`config.mk`:
```
export PLATFORM = sky130hd
export DESIGN_NAME = linebuffer_kxk_stream
export DESIGN_NICKNAME = d
export VERILOG_FILES = /design/src/rtl/linebuffer_kxk_stream.sv
export SDC_FILE = /design/constraint.sdc
export NUM_CORES = 1
export LEC_CHECK = 0
export CAP_MARGIN = 20
export CORE_MARGIN = 5
export CORE_UTILIZATION = 28
export DETAILED_ROUTE_END_ITERATION = 8
export SYNTH_ARGS = -nofsm -noshare
export SYNTH_HDL_FRONTEND = slang
export SYNTH_SLANG_ARGS = --single-unit
```
`constraint.sdc`:
```
create_clock -name clk -period 5.6 [get_ports clk]
set_input_delay 1.12 -clock clk [delete_from_list [all_inputs] [get_ports clk]]
set_output_delay 1.12 -clock clk [all_outputs]
set_load 0.1 [all_outputs]
```
`src/rtl/linebuffer_kxk_stream.sv`:
```
// -----------------------------------------------------------------------------
// linebuffer_kxk_stream
//
// Sliding-window generator for the convolution datapath. Takes a raster-order
// pixel stream and produces every KxK window that fits completely inside the
// image ("valid" convolution), tagged with the window's output-map row and
// column. Sits between the ifmap fetch stream and the PE array.
//
// Storage:
//   - K-1 chained row buffers, IMG_W entries each. Each one acts as a delay
//     line of exactly one image row, addressed by the current column counter:
//     the entry read at column c is the pixel from the same column one row up,
//     and the same entry is overwritten with the pixel moving down into it.
//   - A KxK window register array that shifts left one column per accepted
//     pixel, loading the new rightmost column from the row-buffer outputs.
//
// Window layout: element r*K+c (r = 0 oldest row, c = 0 oldest column) holds
// pixel (row-(K-1)+r, col-(K-1)+c). Element K*K-1 is the pixel just accepted.
//
// Ports:
//   clk        clock, all logic on the rising edge
//   rst        synchronous active-high reset
//   in_valid   in_data carries a pixel
//   in_ready   block can accept a pixel this cycle (= ~win_valid | win_ready)
//   in_data    raster-order pixel, DW bits
//   win_valid  win_data/win_row/win_col hold a complete window
//   win_ready  consumer takes the window this cycle
//   win_data   packed KxK window, element 0 = top-left
//   win_row    output-map row of the window (top row of the window)
//   win_col    output-map column of the window (left column of the window)
//   frame_done one-cycle pulse the cycle after the last pixel of a frame
// -----------------------------------------------------------------------------
module linebuffer_kxk_stream #(
  parameter  int DW    = 16,
  parameter  int K     = 3,
  parameter  int IMG_W = 8,
  parameter  int IMG_H = 8,
  localparam int CW    = (IMG_W > 1) ? $clog2(IMG_W) : 1,
  localparam int RW    = (IMG_H > 1) ? $clog2(IMG_H) : 1
) (
  input  logic                     clk,
  input  logic                     rst,
  input  logic                     in_valid,
  output logic                     in_ready,
  input  logic [DW-1:0]            in_data,
  output logic                     win_valid,
  input  logic                     win_ready,
  output logic [K*K-1:0][DW-1:0]   win_data,
  output logic [RW-1:0]            win_row,
  output logic [CW-1:0]            win_col,
  output logic                     frame_done
);

  // Counter limits, sized to the counters so every comparison is width-exact.
  localparam logic [CW-1:0] COL_LAST      = CW'(IMG_W - 1);
  localparam logic [RW-1:0] ROW_LAST      = RW'(IMG_H - 1);
  localparam logic [CW-1:0] COL_FIRST_WIN = CW'(K - 1);
  localparam logic [RW-1:0] ROW_FIRST_WIN = RW'(K - 1);

  logic                   accept;
  logic                   emit;
  logic                   col_wrap;
  logic                   last_pixel;
  logic [CW-1:0]          col;
  logic [RW-1:0]          row;

  // rb_out[i] is the pixel i+1 rows above the incoming one, same column.
  logic [K-2:0][DW-1:0]   rb_out;
  // Incoming window column, index 0 = oldest row, K-1 = in_data.
  logic [K-1:0][DW-1:0]   new_col;
  logic [K*K-1:0][DW-1:0] win_next;

  // ---------------------------------------------------------------------------
  // Handshake. in_ready looks only at our own output register and the
  // consumer's ready, so there is no combinational path from in_valid.
  // ---------------------------------------------------------------------------
  assign in_ready   = ~win_valid | win_ready;
  assign accept     = in_valid & in_ready;

  assign col_wrap   = (col == COL_LAST);
  assign last_pixel = col_wrap & (row == ROW_LAST);

  // A window is complete once the accepted pixel is at least K-1 rows and
  // K-1 columns into the frame; this also keeps rows and frames from mixing,
  // because stale row-buffer contents only ever feed windows that fail it.
  assign emit = accept & (row >= ROW_FIRST_WIN) & (col >= COL_FIRST_WIN);

  // ---------------------------------------------------------------------------
  // Raster position of the pixel currently being offered.
  // ---------------------------------------------------------------------------
  // NOTE: state registers use non-blocking (<=) so every always_ff reads the
  // pre-edge values of the others regardless of evaluation order.
  always_ff @(posedge clk) begin
    if (rst) begin
      col <= '0;
      row <= '0;
    end else if (accept) begin
      if (col_wrap) begin
        col <= '0;
        row <= (row == ROW_LAST) ? '0 : row + RW'(1);
      end else begin
        col <= col + CW'(1);
      end
    end
  end

  // ---------------------------------------------------------------------------
  // Row buffers. Because the column counter wraps every IMG_W accepts, using
  // it as the address turns a plain array into a one-row delay line without a
  // separate pointer.
  // ---------------------------------------------------------------------------
  for (genvar i = 0; i < K - 1; i++) begin : g_rowbuf
    logic [DW-1:0] mem [IMG_W];
    logic [DW-1:0] feed;

    if (i == 0) begin : g_head
      assign feed = in_data;
    end else begin : g_chain
      assign feed = rb_out[i-1];
    end

    assign rb_out[i] = mem[col];

    // NOTE: the row storage has no reset on purpose; it is a RAM, and its
    // contents are never observed before a full set of fresh rows is written.
    always_ff @(posedge clk) begin
      if (accept) begin
        mem[col] <= feed;
      end
    end
  end

  // ---------------------------------------------------------------------------
  // Next window: shift every row left one column, append the new column.
  // ---------------------------------------------------------------------------
  // NOTE: every combinational output gets a default first so no path through
  // the block can leave it unassigned and infer a latch.
  always_comb begin
    new_col        = '0;
    new_col[K-1]   = in_data;
    for (int r = 0; r < K - 1; r++) begin
      new_col[r] = rb_out[K-2-r];
    end
  end

  always_comb begin
    win_next = win_data;
    for (int r = 0; r < K; r++) begin
      for (int c = 0; c < K - 1; c++) begin
        win_next[r*K+c] = win_data[r*K+c+1];
      end
      win_next[r*K+K-1] = new_col[r];
    end
  end

  // ---------------------------------------------------------------------------
  // Window register and output qualifiers. While a window waits for the
  // consumer, in_ready is low, nothing is accepted and everything here holds.
  // ---------------------------------------------------------------------------
  always_ff @(posedge clk) begin
    if (rst) begin
      win_data   <= '0;
      win_valid  <= 1'b0;
      win_row    <= '0;
      win_col    <= '0;
      frame_done <= 1'b0;
    end else begin
      frame_done <= accept & last_pixel;
      if (accept) begin
        win_data  <= win_next;
        // An accept implies the previous window (if any) was consumed, so
        // win_valid simply follows whether this pixel completes a window.
        win_valid <= emit;
        if (emit) begin
          win_row <= row - ROW_FIRST_WIN;
          win_col <= col - COL_FIRST_WIN;
        end
      end else if (win_ready) begin
        win_valid <= 1'b0;
      end
    end
  end

endmodule

```
==> flow_metrics.py, run 1 <==
metrics = {
    "run_status": {
        "outcome": "finished, final reports clean",
    },
    "route": {
        "vias": 9897,
        "wl_um": 39300,
        "ant_nets": 0,
        "via_per_inst": 4.64,
        "drt_pass1_iterations": 5,
        "drt_iter0_drc": 661,
        "drc_errors": 0,
        "routedWlPerCell_um": 18.4,
    },
    "min_path": {
        "hold_path_depth": 2,
        "min_to": "win_data[12]",
        "hold_class": "reg2reg",
        "min_from": "win_data[12]",
    },
    "floorplanning": {
        "num_io_pins": 173,
        "std_cell_rows": 86,
        "die_h_um": 246,
        "core-area_mm2": 0.0552,
        "die_w_um": 246,
        "start_util_pct": 28.3,
        "die_area_mm2": 0.0607,
    },
    "timing": {
        "period_share_pct": 64.7,
        "max_freq_mhz": 276,
        "tns_ns": 0,
        "min_period_ns": 3.62,
        "setup_viol": 0,
        "tightestPinTransition_ns": 1.11,
        "finalHoldViolCount": 0,
        "rsz0062_at_grt": "false",
        "finalMaxSlewViolations": 0,
        "worst_hold_slack_ns": 0.452,
        "finalClockSkew_ns": 0.0128,
        "worst_slew_margin_rel_pct": 25.7,
        "setup_ws_ns": 1.98,
    },
    "logic_synthesis": {
        "syn_inst": 1203,
        "synth_edf_count": 256,
        "synth_top_area_cell": "edfxtp_1",
        "ys_top_cells_by_area": "edfxtp_1, dfxtp_1, mux2i_1, nand2_1, a21oi_1",
        "yosys_warnings": 0,
        "synth_cell_types": 34,
        "seq_area_frac_synth_pct": 69.7,
        "syn_area_mm2": 0.0156,
        "synth_area_per_cell_um2": 13.0,
        "ys_seq_elements": 417,
        "synth_commonest_cells": "edfxtp_1, nand2_1, dfxtp_1",
        "synth_top_area_share_pct": 49.1,
        "ys_async_sr_fraction_pct": 0,
        "synth_fp_nets": 1234,
        "yosysMostFrequentCell": "edfxtp_1",
        "synth_flop_cell": "edfxtp_1",
    },
    "clock_tree": {
        "cts_setup_buffers": 0,
        "cts_max_level": 2,
        "numCtsBuffers": 41,
        "cts_tree": "yes",
        "cts.path.max_buffers": 3,
        "insertion_delay_ns": 0.53,
        "cts_hold_buf": 0,
        "cts_root_buf": "clkbuf_16",
        "clkTransAtPathRegs_ns": 0.06,
        "cts_sinks": 417,
        "cts_resized": 0,
    },
    "worst_setup_path": {
        "r2r-end": "g_rowbuf[1].mem[7][9]",
        "r2r_setup_slack_ns": 2.76,
        "cp-start-kind": "primary input",
        "reg2reg_depth": 4,
        "slowest_delay_ns": 1.00,
        "critical_path_class": "in2reg",
        "worstPathCellList": "clkdlybuf4s50_1, and2_4, buf_4, buf_4, nor2_1, nor3_1",
        "path_max_fanout": 85,
        "crit_top_cell": "buf_4",
        "end_kind": "register",
        "critical_path_required_ns": 6.05,
        "arrival_ns": 4.07,
        "cp_slowest_cell": "clkdlybuf4s50_1",
    },
    "global_route": {
        "grt.total_usage_pct": 12.5,
        "grt_first_pass_wirelength_um": 59200,
        "grt_max_degree": 100,
        "antenna_found_initial": 0,
        "overflow": 0,
        "grt_pass1_vias": 9715,
    },
    "placement": {
        "gp_congestion": 0.781,
        "place_ws_ns": 1.50,
        "portBuffers": 172,
        "placed_cells": 2060,
        "dp_hpwl_um": 24400,
    },
    "finish": {
        "drive_gt1_share_pct": 9.53,
        "n_fill_cell": 5333,
        "area_delta_synth_final_pct": 23.9,
        "finalNonFillerCells": 2133,
        "diodes": 0,
        "nets": 1387,
    },
    "run": {
        "cap_violations": 0,
    },
    "power_and_ir_drop": {
        "ir_worst_vdd_v": 0.000184,
        "power_per_cell_area_mw_per_mm2": 361,
        "leakage_nw": 6.32,
    },
}
-- logic make-up after synthesis --
group,count (synthesis),share of synthesized area (%)
flops,417,69.7
compound gates,246,9.91
fa+ha+maj,11,0.880
buf+inv,92,3.12
mux,128,8.44
simple gates,309,7.92
-- flip-flops by register name, summed over array words and instances (netlist names), named ones only --
signal and flops:
win_row 3, win_col 3, col 3, row 3, g_rowbuf.mem 256, win_valid 1
frame_done 1, win_data 144
-- power breakdown --
part	switching, W	total (W)	leakage, nW	internal, W
combinational	0.000660	0.000877	2.05	0.000217
clock	0.00112	0.00266	0.632	0.00155
sequential	0.0000643	0.00345	3.64	0.00339
-- area by class of cell --
class	instances	area, µm²	share of cell area [%]
clock buffer	56	1130	5.81
clock inverter	16	156	0.807
inverter	8	30.0	0.155
multi-input combinational	694	4270	22.0
sequential	417	10900	56.3
tap	748	936	4.83
timing repair buffer	194	1950	10.0
-- worst max-delay path: cells and delay by family --
| family | cells | cell delay [ns] |
|---|---|---|
| AND/OR/NAND/NOR | 3 | 0.62 |
| buffers and inverters | 3 | 2.21 |
-- layout by cell type (no fill, tap or decap), drive strengths merged, types with 2 or more instances in the layout --
| cell type | synthesis | routed |
|---|---|---|
| nand2 | 232 | 232 |
| and2 | 2 | 2 |
| mux2i | 96 | 96 |
| inv | 8 | 8 |
| nand3 | 6 | 6 |
| clkinv | 0 | 12 |
| edfxtp | 256 | 256 |
| nor2b | 5 | 5 |
| mux2 | 32 | 32 |
| ha | 11 | 11 |
| clkbuf | 35 | 56 |
| a221oi | 16 | 16 |
| o22ai | 17 | 17 |
| or3 | 2 | 2 |
| and3 | 6 | 6 |
| nor2 | 35 | 35 |
| dfxtp | 161 | 161 |
| a311oi | 3 | 3 |
| clkdlybuf4s50 | 0 | 170 |
| buf | 49 | 24 |
| nand2b | 2 | 2 |
| bufinv | 0 | 3 |
| o21ai | 4 | 4 |
| a22oi | 32 | 32 |
| o21a | 16 | 16 |
| a21oi | 156 | 156 |
| nor3 | 18 | 18 |
-- layer usage --
metal | track usage [%] | routed length (µm) | vias to the layer above
met2 | 20.8 | 19200 | 255
met1 | 17.0 | 17300 | 4942
met3 | 2.50 | 2220 | 45
met5 | 0 | 0 | -
met4 | 2.49 | 574 | 0
li1 | - | - | 4655
-- metrics by stage --
| stage | util, % | power [W] | area [µm²] |
|---|---|---|---|
| after floorplan | - | 0.00414 | 15600 |
| after global placement | 32.7 | 0.00438 | 18000 |
| after detailed placement | 32.7 | 0.00440 | 18100 |
| after CTS | 35.1 | 0.00705 | 19400 |
| after global routing | 35.1 | 0.00722 | 19400 |
| final | 35.1 | 0.00699 | 19400 |
-- worst max path at each step --
stage                  start               endpoint  slack (ns)  cells past startpoint
floorplan           in_valid  g_rowbuf[0].mem[0][0]        1.11                      5
global placement    in_valid           win_data[24]        1.55                      6
detailed placement  in_valid           win_data[10]        1.50                      6
CTS                 in_valid           win_data[10]        2.06                      6
global route        in_valid           win_data[45]        1.71                      6
finish              in_valid           win_data[45]        1.98                      6
No activity file was read; power rests on OpenSTA's default activity.
==> inputs of run 2 (changes only) <==
clock period = 3.3 ns   (was 5.6 ns; I/O delays follow)
==> run 2 against run 1 <==
Net effect:
- combinational power rose by 68%
- utilization decreased by 0.42 points
- register-to-register slack worse by 1.9 ns
- non-clock buffer count is 10 higher
- routed wire length barely moved
- clock power increased by 68%
- design area decreased by 1.2%
- largest power group unchanged
- clock skew is 0.0020 ns higher
- via count down 0.82%
- sequential cell count is the same
- critical endpoint is now in_ready
==> flow_metrics.py, run 2 (synthesized netlist as in run 1, its figures left out) <==
metrics = {
    "power_and_ir_drop": {
        "finalPower_w": 0.0118,
        "leakage_nw": 6.67,
        "power_per_cell_area_mw_per_mm2": 617,
        "ir_worst_vdd_v": 0.000402,
    },
    "finish": {
        "nets": 1396,
        "fin_area_mm2": 0.0192,
        "layout_commonest_cell": "edfxtp_1",
        "final_cell_mix": "edfxtp_1, nand2_1, buf_4",
        "drive_gt1_share_pct": 21.4,
        "largest_reg_flops": 256,
        "largest_register": "g_rowbuf.mem",
        "area_delta_synth_final_pct": 22.4,
        "n_fill_cell": 5315,
        "top_regs": "g_rowbuf.mem: 256 flops, win_data: 144 flops",
        "diodes": 0,
    },
    "placement": {
        "placed_area_mm2": 0.0179,
        "dp_hpwl_um": 25100,
        "portBuffers": 172,
        "gp_congestion": 0.792,
    },
    "timing": {
        "period_share_pct": 75.2,
        "min_period_ns": 2.48,
        "finalMaxSlewViolations": 0,
        "worst_slew_margin_rel_pct": 30.2,
        "rsz0062_at_grt": "false",
        "finalClockSkew_ns": 0.0148,
        "finalHoldViolCount": 0,
        "setup_viol": 0,
        "tns_ns": 0,
        "max_freq_mhz": 403,
        "tightestPinTransition_ns": 1.05,
    },
    "clock_tree": {
        "cts_setup_buffers": 0,
        "cts_tree": "yes",
        "insertion_delay_ns": 0.54,
        "cts_max_level": 2,
        "numCtsBuffers": 40,
        "cts_resized": 0,
        "cts_hold_buf": 0,
        "cts_root_buf": "clkbuf_16",
        "cts_sinks": 417,
        "cts.path.max_buffers": 3,
        "clkTransAtPathRegs_ns": 0.06,
    },
    "run_status": {
        "outcome": "finished, final reports clean",
    },
    "global_route": {
        "grt_first_pass_wirelength_um": 59200,
        "grt_pass1_vias": 9675,
        "antenna_found_initial": 0,
        "overflow": 0,
        "grt.total_usage_pct": 12.5,
        "grt_max_degree": 150,
    },
    "worst_setup_path": {
        "cp-start-kind": "primary input",
        "path_max_fanout": 19,
        "critical_path_class": "in2out",
        "arrival_ns": 1.82,
        "end_kind": "output pin",
        "critical_path_required_ns": 2.64,
    },
    "run": {
        "cap_violations": 0,
    },
    "route": {
        "ant_nets": 0,
        "routedWlPerCell_um": 18.3,
        "drt_pass1_iterations": 5,
        "drt_iter0_drc": 683,
        "vias": 9816,
        "via_per_inst": 4.58,
        "wl_um": 39300,
        "drc_errors": 0,
    },
    "floorplanning": {
        "die_h_um": 246,
        "num_io_pins": 173,
        "std_cell_rows": 86,
        "die_area_mm2": 0.0607,
        "core-area_mm2": 0.0552,
        "die_w_um": 246,
        "start_util_pct": 28.3,
    },
    "min_path": {
        "hold_class": "reg2reg",
    },
}
[run 2: cell types whose count changed in the layout (fill, tap and decap cells not counted), moves of 7 or more]
cell and change:
clkbuf_8 +7, buf_12 +8, buf_4 +156, clkdlybuf4s50_1 -152
[run 2: critical path, stage by stage]
cell and delay (ns):
clkdlybuf4s50_1 0.46, nand2b_1 0.21, buf_4 0.28, buf_12 0.21
[run 2: per-layer routing]
metal / up-vias / routed length (µm) / track usage [%] / share of wire, %
li1: 4700 / - / - / -
met1: 4865 / 18100 / 17.4 / 46
met2: 208 / 18800 / 20.4 / 48
met3: 43 / 1780 / 2.41 / 4.5
met4: 0 / 556 / 2.49 / 1.4
met5: - / 0 / 0 / 0
[run 2: through the flow]
stage	instances	worst slack [ns]	util, %	hold WS (ns)
floorplan	1203	-0.779	-	0.467
global placement	2071	0.834	32.4	0.444
detailed placement	2071	0.760	32.4	0.449
CTS	2145	0.819	34.7	0.458
global route	2145	0.780	34.7	0.475
finish	2145	0.818	34.7	0.453
[run 2: where the power goes]
part	switching [W]	total [W]	internal, W
logic	0.00112	0.00147	0.000352
clock network	0.00191	0.00448	0.00257
registers	0.000112	0.00586	0.00575
total	0.00314	0.0118	0.00867
[run 2: final timing paths]
check                                  from               endpoint  slack (ns)  cells past startpoint
worst max-delay path              win_ready               in_ready        0.82                      4
worst min-delay path            win_data[3]            win_data[3]        0.45                      2
worst max register to register     register  g_rowbuf[1].mem[1][5]        0.88                      4
worst min register to register  win_data[3]            win_data[3]        0.45                      2
[run 2: final cells by class]
| type | instances | area, µm² | share of cell area (%) |
|---|---|---|---|
| tap | 748 | 936 | 4.89 |
| sequential | 417 | 10900 | 57.0 |
| timing repair buffer | 204 | 1700 | 8.88 |
| clock inverter | 15 | 106 | 0.555 |
| clock buffer | 59 | 1180 | 6.19 |
| inverter | 8 | 30.0 | 0.157 |
| multi-input combinational | 694 | 4280 | 22.3 |
==> inputs of run 3 (changes only) <==
clock period = 2.2 ns   (was 3.3 ns; I/O delays follow)
==> run 3 against run 2 <==
Net effect:
- sequential cell count is the same
- global-route usage rose by 0.12 points
- sequential power grew 50%
- critical endpoint is now win_data[86]
- largest cell class unchanged
==> flow_metrics.py, run 3 (synthesized netlist as in run 1, its figures left out) <==
metrics = {
    "timing": {
        "finalClockSkew_ns": 0.0202,
        "worst_slew_margin_rel_pct": 39.2,
        "worst_hold_slack_ns": 0.370,
        "finalHoldViolCount": 0,
        "setup_viol": 0,
        "min_period_ns": 1.97,
        "finalMaxSlewViolations": 0,
        "setup_ws_ns": 0.235,
        "period_share_pct": 89.3,
        "max_freq_mhz": 509,
        "rsz0062_at_grt": "false",
        "tightestPinTransition_ns": 0.912,
    },
    "clock_tree": {
        "cts.path.max_buffers": 3,
        "numCtsBuffers": 42,
        "cts_sinks": 417,
        "insertion_delay_ns": 0.55,
        "cts_setup_buffers": 0,
        "cts_resized": 0,
        "clkTransAtPathRegs_ns": 0.06,
        "cts_hold_buf": 0,
        "cts_max_level": 2,
        "cts_tree": "yes",
        "cts_root_buf": "clkbuf_16",
    },
    "placement": {
        "gp_congestion": 0.773,
        "portBuffers": 172,
        "place_ws_ns": 0.163,
        "placed_area_mm2": 0.0183,
        "dp_hpwl_um": 25900,
    },
    "route": {
        "routedWlPerCell_um": 18.2,
        "drt_pass1_iterations": 5,
        "vias": 9985,
        "ant_nets": 0,
        "drt_iter0_drc": 528,
        "via_per_inst": 4.59,
        "wl_um": 39700,
        "drc_errors": 0,
    },
    "floorplanning": {
        "std_cell_rows": 86,
        "die_h_um": 246,
        "die_w_um": 246,
        "start_util_pct": 28.3,
        "num_io_pins": 173,
        "die_area_mm2": 0.0607,
        "core-area_mm2": 0.0552,
    },
    "global_route": {
        "antenna_found_initial": 1,
        "grt_pass1_vias": 9781,
        "overflow": 0,
        "grt.total_usage_pct": 12.6,
        "grt_first_pass_wirelength_um": 59800,
        "grt_max_degree": 117,
    },
    "worst_setup_path": {
        "critical_path_required_ns": 2.65,
        "path_max_fanout": 38,
        "cp-start-kind": "register",
        "end_kind": "register",
        "arrival_ns": 2.41,
        "r2r_setup_slack_ns": 0.23,
        "critical_path_class": "reg2reg",
    },
    "finish": {
        "top_regs": "g_rowbuf.mem: 256 flops, win_data: 144 flops",
        "area_delta_synth_final_pct": 25.9,
        "fin_util_pct": 35.7,
        "drive_gt1_share_pct": 23.6,
        "layout_commonest_cell": "edfxtp_1",
        "n_fill_cell": 5383,
        "final_cell_mix": "edfxtp_1, nand2_1, buf_4",
        "largest_register": "g_rowbuf.mem",
        "largest_reg_flops": 256,
        "fin_area_mm2": 0.0197,
        "nets": 1426,
        "diodes": 0,
    },
    "power_and_ir_drop": {
        "swShare_pct": 26.2,
        "p_sw_w": 0.00482,
        "leakage_nw": 6.92,
        "pwr-share-seq_pct": 47.6,
        "ir_worst_vdd_v": 0.000523,
        "combPwrFrac_pct": 12.6,
        "power_per_cell_area_mw_per_mm2": 934,
        "p_clk_share_pct": 39.8,
        "p_int_w": 0.0136,
    },
    "min_path": {
        "hold_class": "in2reg",
    },
    "run_status": {
        "outcome": "finished, final reports clean",
    },
    "run": {
        "cap_violations": 0,
    },
}
[run 3: per-stage QoR]
stage               total power [W]  setup TNS [ns]  std cells
finish                       0.0184               0       2177
global route                 0.0191               0       2177
CTS                          0.0186               0       2177
detailed placement           0.0113               0       2099
global placement             0.0112               0       2099
floorplan                    0.0105           -1.53       1203
[run 3: worst max-delay path, cell delays in order, from the launching register on]
cell and delay [ns]:
dfxtp_2 0.34, buf_12 0.23, buf_4 0.26, mux2_2 0.35, o22ai_1 0.23, a221oi_2 0.06, buf_4 0.20, o21a_1 0.19
[run 3: final cells by class]
| cell class | count | area [µm²] | share of cell area (%) |
|---|---|---|---|
| clock buffer | 55 | 1180 | 5.98 |
| multi-input combinational | 694 | 4300 | 21.8 |
| inverter | 8 | 30.0 | 0.152 |
| sequential | 417 | 10900 | 55.4 |
| timing repair buffer | 232 | 2090 | 10.6 |
| clock inverter | 23 | 248 | 1.26 |
| tap | 748 | 936 | 4.75 |
[run 3: path summary, 6_finish.rpt]
kind,start,endpoint,depth (start not counted)
setup reg to reg,register,win_data[86],7
hold / removal,rst,win_data[70],2
hold reg to reg,win_data[13],win_data[13],2
setup / recovery,register,win_data[86],7
[run 3: layer usage]
metal | GRT usage, % | vias to the layer above | share of wire [%]
met5 | 0 | - | 0.033
met4 | 2.56 | 2 | 1.4
met3 | 2.58 | 53 | 5.3
met2 | 20.8 | 225 | 48
met1 | 17.2 | 4959 | 45
li1 | - | 4746 | -
[run 3: power by group through the flow]
stage / sequential [W] / clock [W] / combinational, W
3_5_place_dp: 0.00894 / 0 / 0.00233
6_report: 0.00877 / 0.00732 / 0.00231
3_3_place_gp: 0.00893 / 0 / 0.00231
5_1_grt: 0.00879 / 0.00787 / 0.00244
4_1_cts: 0.00877 / 0.00750 / 0.00234
2_1_floorplan: 0.00978 / 0 / 0.000771
